===== src/rtl/fft_4p_input_buffer.sv =====
// -----------------------------------------------------------------------------
// fft_4p_input_buffer
//
// Ping-pong input reorder buffer for the 4-point FFT datapath. Complex samples
// arrive one per cycle over a valid/ready stream. Each group of four is stored
// in bit-reversed slot order, so a completed frame is presented in parallel as
// out_0=x0, out_1=x2, out_2=x1, out_3=x3. This puts the pairs (x0,x2) and
// (x1,x3) on adjacent butterfly inputs. Two banks let one frame fill while the
// other drains.
//
// Ports:
//   clk, rst             rising-edge clock, synchronous active-high reset
//   in_valid / in_ready  input stream handshake
//   in_sof               start of frame, forces the sample to slot x0
//   in_real, in_imag     input sample (signed, passed through bit-exact)
//   out_valid/out_ready  frame handshake; frame consumed when both high
//   out_N_real/imag      frame words in bit-reversed order
//   sof_err              one-cycle pulse, a partial frame was discarded
// -----------------------------------------------------------------------------
module fft_4p_input_buffer #(
   parameter int DATAWIDTH = 16
) (
   input  logic                 clk,
   input  logic                 rst,
   input  logic                 in_valid,
   output logic                 in_ready,
   input  logic                 in_sof,
   input  logic [DATAWIDTH-1:0] in_real,
   input  logic [DATAWIDTH-1:0] in_imag,
   output logic                 out_valid,
   input  logic                 out_ready,
   output logic [DATAWIDTH-1:0] out_0_real,
   output logic [DATAWIDTH-1:0] out_0_imag,
   output logic [DATAWIDTH-1:0] out_1_real,
   output logic [DATAWIDTH-1:0] out_1_imag,
   output logic [DATAWIDTH-1:0] out_2_real,
   output logic [DATAWIDTH-1:0] out_2_imag,
   output logic [DATAWIDTH-1:0] out_3_real,
   output logic [DATAWIDTH-1:0] out_3_imag,
   output logic                 sof_err
);

   typedef enum logic {BANK_A = 1'b0, BANK_B = 1'b1} bank_e;

   typedef struct packed {
      logic [DATAWIDTH-1:0] re;
      logic [DATAWIDTH-1:0] im;
   } sample_t;

   sample_t    bank_q [2][4];
   sample_t    bank_d [2][4];
   bank_e      wr_bank_q, wr_bank_d;
   bank_e      rd_bank_q, rd_bank_d;
   logic [1:0] wr_idx_q,  wr_idx_d;
   logic [1:0] full_q,    full_d;
   logic       sof_err_q, sof_err_d;

   logic       accept;
   logic       consume;
   logic [1:0] wr_slot;

   function automatic logic [1:0] bitrev2(input logic [1:0] idx);
      return {idx[0], idx[1]};
   endfunction

   // Holding rst low in in_ready keeps upstream from handing over a sample
   // that the reset would silently drop.
   assign in_ready = !full_q[wr_bank_q] && !rst;
   assign accept   = in_valid && in_ready;
   // Both banks empty means full_q[rd_bank_q] is low, so no read can occur.
   assign consume  = full_q[rd_bank_q] && out_ready;

   // NOTE: every variable is given its default first, so no path through this
   // block leaves a value unassigned and no latch is inferred.
   always_comb begin
      bank_d    = bank_q;
      wr_bank_d = wr_bank_q;
      rd_bank_d = rd_bank_q;
      wr_idx_d  = wr_idx_q;
      full_d    = full_q;
      sof_err_d = 1'b0;
      wr_slot   = bitrev2(wr_idx_q);

      if (accept) begin
         if (in_sof) begin
            // A start-of-frame always restarts the frame in the same bank;
            // any partially written samples are simply overwritten later.
            wr_slot   = 2'd0;
            wr_idx_d  = 2'd1;
            sof_err_d = (wr_idx_q != 2'd0);
         end else begin
            wr_idx_d = wr_idx_q + 2'd1;
            if (wr_idx_q == 2'd3) begin
               full_d[wr_bank_q] = 1'b1;
               wr_bank_d         = bank_e'(~wr_bank_q);
            end
         end
         bank_d[wr_bank_q][wr_slot] = '{re: in_real, im: in_imag};
      end

      // The write side only targets a non-full bank, so this never collides
      // with a same-cycle frame completion on the other bank.
      if (consume) begin
         full_d[rd_bank_q] = 1'b0;
         rd_bank_d         = bank_e'(~rd_bank_q);
      end
   end

   // NOTE: the bank storage is reset along with the control state because
   // the frame outputs must read as zero after reset, not as stale data.
   always_ff @(posedge clk) begin
      if (rst) begin
         wr_bank_q <= BANK_A;
         rd_bank_q <= BANK_A;
         wr_idx_q  <= '0;
         full_q    <= '0;
         sof_err_q <= 1'b0;
         for (int b = 0; b < 2; b++) begin
            for (int s = 0; s < 4; s++) begin
               bank_q[b][s] <= '0;
            end
         end
      end else begin
         // NOTE: state updates use non-blocking assignments so every register
         // samples the pre-edge values regardless of statement order.
         wr_bank_q <= wr_bank_d;
         rd_bank_q <= rd_bank_d;
         wr_idx_q  <= wr_idx_d;
         full_q    <= full_d;
         sof_err_q <= sof_err_d;
         bank_q    <= bank_d;
      end
   end

   assign out_valid  = full_q[rd_bank_q];
   assign sof_err    = sof_err_q;
   assign out_0_real = bank_q[rd_bank_q][0].re;
   assign out_0_imag = bank_q[rd_bank_q][0].im;
   assign out_1_real = bank_q[rd_bank_q][1].re;
   assign out_1_imag = bank_q[rd_bank_q][1].im;
   assign out_2_real = bank_q[rd_bank_q][2].re;
   assign out_2_imag = bank_q[rd_bank_q][2].im;
   assign out_3_real = bank_q[rd_bank_q][3].re;
   assign out_3_imag = bank_q[rd_bank_q][3].im;

endmodule


===== config.mk =====
export PLATFORM = sky130hd
export DESIGN_NAME = fft_4p_input_buffer
export DESIGN_NICKNAME = d
export VERILOG_FILES = /design/src/rtl/fft_4p_input_buffer.sv
export SDC_FILE = /design/constraint.sdc
export NUM_CORES = 1
export LEC_CHECK = 0
export CAP_MARGIN = 10
export CORE_UTILIZATION = 59
export DETAILED_ROUTE_END_ITERATION = 6
export PLACE_DENSITY = 0.95
export SLEW_MARGIN = 20
export SYNTH_ARGS = -nofsm -noshare
export SYNTH_HDL_FRONTEND = slang
export SYNTH_SLANG_ARGS = --single-unit

===== constraint.sdc =====
create_clock -name clk -period 2.9 [get_ports clk]
set_clock_uncertainty 0.2 [all_clocks]
set_input_delay 0.29 -clock clk [delete_from_list [all_inputs] [get_ports clk]]
set_output_delay 0.29 -clock clk [all_outputs]
set_load 0.05 [all_outputs]

; ---- Word-level counts from Yosys, hierarchy flattened
; Cells that the tools add are included.
[totals]
register_bits = 263
output_inout_bits = 131
wordCells = 77
[classes]
n_addsub = 1
magnitude_cmp = 9
n_eq_ne = 1
muxes = 23
n_bitwise = 10
n_reduce_logical = 12
[ops]
columns = operator, count
row1 = two-way mux 128 bit, 4
row2 = bitwise mux 256 bit, 1
row3 = demux 128 bit (select 1 bit), 1
row4 = demux 32 bit (select 2 bit), 1
row5 = two-way mux 32 bit, 1
row6 = two-way mux 2 bit, 7
row7 = logical AND 1 bit, 7
row8 = two-way mux 1 bit, 6
row9 = greater-or-equal comparator 2 bit (second input constant), 2
row10 = less-than comparator 1 x 2 -> 1 bit (second input constant), 2
row11 = inverter 1 bit, 4
row12 = inverter 1 -> 2 bit, 2
row13 = greater-or-equal comparator 3 bit (second input constant), 1
row14 = less-than comparator 3 x 1 -> 1 bit (second input constant), 1
row15 = inverter 2 -> 3 bit, 1
row16 = AND reduction 3 bit, 1
row17 = OR reduction 3 bit, 1
row18 = adder 2 x 1 -> 2 bit (second input constant), 1
row19 = bitwise AND 2 bit, 1
row20 = demux 1 bit (select 1 bit), 2
row21 = equality test 2 bit (second input constant), 1
row22 = greater-or-equal comparator 1 bit (second input constant), 2
row23 = logical NOT 1 bit, 2
row24 = less-than comparator 2 x 1 -> 1 bit (second input constant), 1
row25 = 3 further kinds, 3

; ---- Depth between registers and ports, before layout
[depth]
ltp_word = 14
mapped_depth = 7
mapped_depth_nobuf = 4

; ---- Least setup slack after synthesis
; No wires, ideal clock.
[synth_path]
path_kind = input to output
from = input port rst
to = output port in_ready
arrival_ns = 1.489
setup_slack_ns = 0.921
stages = 4
n_path_buf = 3
path_cell_list = buf_2 > clkbuf_1 > clkbuf_1 > nor2_1
[synth_via]
elab_chain_len = 2
[synth_rtl]
columns = item, line_no
row1 = start: declaration, 24  ; input logic rst,
row2 = logical NOT 1 bit, 68  ; assign in_ready = !full_q[wr_bank_q] && !rst;
row3 = logical AND 1 bit, 68
row4 = end: declaration, 26  ; output logic in_ready,
; Every way passes these cells.

; ---- Final worst setup path
[layout_path]
from = register rd_bank_q
to = output port out_3_imag[2]
[layout_via]
elab_chain_len = 4
[layout_rtl]
columns = item, line_no
row1 = start: declaration, 53  ; bank_e rd_bank_q, rd_bank_d;
row2 = start signal: assignment, 127  ; rd_bank_q <= rd_bank_d;
row3 = inverter 1 -> 2 bit (implied by the code), 144  ; assign out_3_imag = bank_q[rd_bank_q][3].im;
row4 = two-way mux 128 bit (implied by the code), 144
row5 = two-way mux 128 bit (2 in series), --
row6 = end: declaration, 39  ; output logic [DATAWIDTH-1:0] out_3_imag,
; Every way passes these cells. The select of a mux whose other input is x is not followed.

==> metrics.yaml <==
placement:
  hpwl_mm: 20.1
  gp_congestion: 0.820
  post-place-cells: 1661
  port_buffers: 167
timing:
  timing.final.crit_share_pct: 98.1
  worstMarginPinSlew_ns: 1.11
  fmax_mhz: 352
  rsz0062_at_grt: "no"
  finalMaxSlewViolations: 0
  setup_viol: 0
  period_needed_ns: 2.84
  slew_headroom_pct: 26.3
  fin_setup_tns_ns: 0
  finalHoldViolCount: 0
global_routing:
  grt_pass1_vias: 10800
  antenna_found_initial: 0
  track_usage_pct: 33.1
  grt_max_degree: 109
  grt_pass1_wl_mm: 54.8
  overflow: 0
floorplanning:
  row_count: 51
  dieHeight_um: 143
  start_util_pct: 60.3
  die_w_um: 143
  core_mm2: 0.0195
  dieArea_mm2: 0.0205
  io_pins: 168
synthesis:
  synth_top_area_cell: "dfxtp_1"
  yosys_warnings: 0
  synth_area_leaders: "dfxtp_1 (45%), mux2_2 (12%), a21oi_1 (11%)"
  syn_area_per_cell_um2: 8.44
  synth_fp_nets: 1433
  yosys.cell_types.count: 31
  ys_seq_elements: 263
  synth-edff-count: 0
  postSynthCellCount: 1394
  yosys_most_used_dff: "dfxtp_1"
  async_reset_ff_share_pct: 0
  synth_top_cell_area_share_pct: 44.7
  ys_seq_area_share_pct: 44.7
  syn_area_mm2: 0.0118
pwr:
  ir_drop_v: 0.000590
  switchingPower_mw: 1.89
  powerDensity_mw_per_mm2: 541
  p_int_mw: 5.73
  sequentialPowerShare_pct: 48.1
  power.total_mw: 7.62
  switching_share_pct: 24.8
  p_clk_share_pct: 43.6
  p_leak_nw: 5.06
  combinationalPowerShare_pct: 8.3
clock_network:
  cts_buffers: 27
  clk_pin_slew_worst_paths_ns: 0.06
  cts_tree: "yes"
  insertion_delay_ns: 0.52
  clockBufferDepth: 3
  cts_sinks: 263
  clock-root-buffer: "clkbuf_16"
  htreeDepth: 1
worst_setup_path:
  cp-end-kind: "output pin"
  timing.rr.end: "bank_q[51]"
  critPathRequiredTime_ns: 2.41
  regToRegSetupSlack_ns: 0.58
  crit_path_start_kind: "flip-flop"
  r2r_cells: 4
  critPathMaxFanout: 18
  r2r_start: "wr_idx_q[0]"
  path_class: "flip-flop to output pin"
  critPathArrivalTime_ns: 2.35
min_path:
  holdPathStages: 2
  hp-class: "primary input to flip-flop"
  hold_path_end: "bank_q[223]"
  hold_start: "rst"
routing:
  drt_pass1_iterations: 7
  drc_errors: 0
  wl_per_cell_um: 20.2
  via_per_inst: 6.47
  drt_iter0_markers: 1414
  wl_mm: 34.5
  ant_nets: 0
  vias: 11100
final_layout:
  multi_input_area_mm2: 0.00564
  fillers: 1379
  num_antenna_cells: 0
  final_cells: 1708
  seqCellArea_mm2: 0.00527
  nets: 1464
  drive_gt1_share_pct: 19.3
  syn_to_final_growth_pct: 19.5
flow_run:
  maxCapViolCount: 0
outcome:
  outcome: "complete, no violations"
==> registers in the layout, indices dropped and copies added (netlist names) <==
register,count
wr_idx_q,2
wr_bank_q,1
bank_q,256
sof_err,1
rd_bank_q,1
full_q,2
==> worst max-delay path by stage <==
stage | startpoint | endpoint | slack (ns) | depth (start not counted)
finish | rd_bank_q | out_3_imag[2] | 0.06 | 3
floorplan | rst | in_ready | 0.92 | 4
detailed placement | in_sof | bank_q[53] | 0.42 | 5
global route | rd_bank_q | out_0_imag[9] | 0.005 | 3
CTS | rd_bank_q | out_2_imag[8] | 0.003 | 3
global placement | in_sof | bank_q[37] | 0.47 | 5
==> metrics by stage <==
stage	utilization, %	setup slack (ns)	hold WS (ns)	instance area (um2)
after floorplan	-	0.921	0.250	11800
final	72.0	0.0551	0.0376	14100
after CTS	71.9	0.00314	0.0210	14000
after global placement	67.6	0.469	0.256	13200
after global routing	72.0	0.00465	0.0508	14100
after detailed placement	67.6	0.419	0.266	13200
==> synthesized netlist by cell type, drive strengths merged, types with 3 or more instances <==
cell,count
inv,4
dfxtp,263
a21oi,261
mux2,130
o21ai,258
buf,63
nor3,4
nand4bb,3
nand3,256
clkbuf,130
==> cells in the final DEF, fill, tap and decap left out, types with 5 or more instances in the layout <==
cell             count
clkdlybuf4s50_1     79
dfxtp_1            262
clkinv_2             6
nand3_1            256
o21ai_0            135
clkbuf_1             6
dlymetal6s2s_1      14
o21ai_1            123
dlygate4sd2_1        7
buf_12              18
a21oi_1            261
clkbuf_16           27
mux2_2             130
clkbuf_8             5
buf_4               76
==> power groups by stage <==
stage,Sequential (mW),Combinational (mW),Clock (mW)
after global placement,3.74,0.605,0
final,3.66,0.629,3.32
after detailed placement,3.74,0.612,0
after floorplan,3.74,0.428,0
after CTS,3.66,0.616,3.33
after global routing,3.67,0.657,3.49
==> area by class of cell <==
type	instances	area share [%]
multi-input cells	934	40.1
flip-flops and latches	263	37.5
inverters	4	0.107
clock buffers	37	5.35
repair buffers	195	14.0
clock inverters	10	0.614
well taps	265	2.36
==> critical path, stage by stage (launching register included) <==
cell and delay (ns):
dfxtp_4 0.54, buf_12 0.21, mux2_2 0.37, clkdlybuf4s50_1 0.71
==> kinds of logic after synthesis <==
logic type | Yosys count | share of synthesized area (%)
compound gates | 523 | 22.4
simple gates | 278 | 12.4
flops | 263 | 44.7
buf+inv | 197 | 7.78
mux | 131 | 12.5
fa+ha+maj | 2 | 0.213
==> routing by layer <==
metal	global-route usage, %	up-vias	part of all wire (%)
met4	17.2	0	5.2
met2	56.7	654	49
met1	39.4	5208	36
li1	-	5051	-
met5	0	-	0
met3	6.44	142	9.3
==> repair_timing <==
action / in CTS / in global routing
setup endpoints to repair: 7 / 14
hold endpoints to repair: 0 / 0
gates resized for setup: 7 / 14
hold buffers: 0 / 0
setup buffers: 0 / 0
No activity file was read; power rests on OpenSTA's default activity.
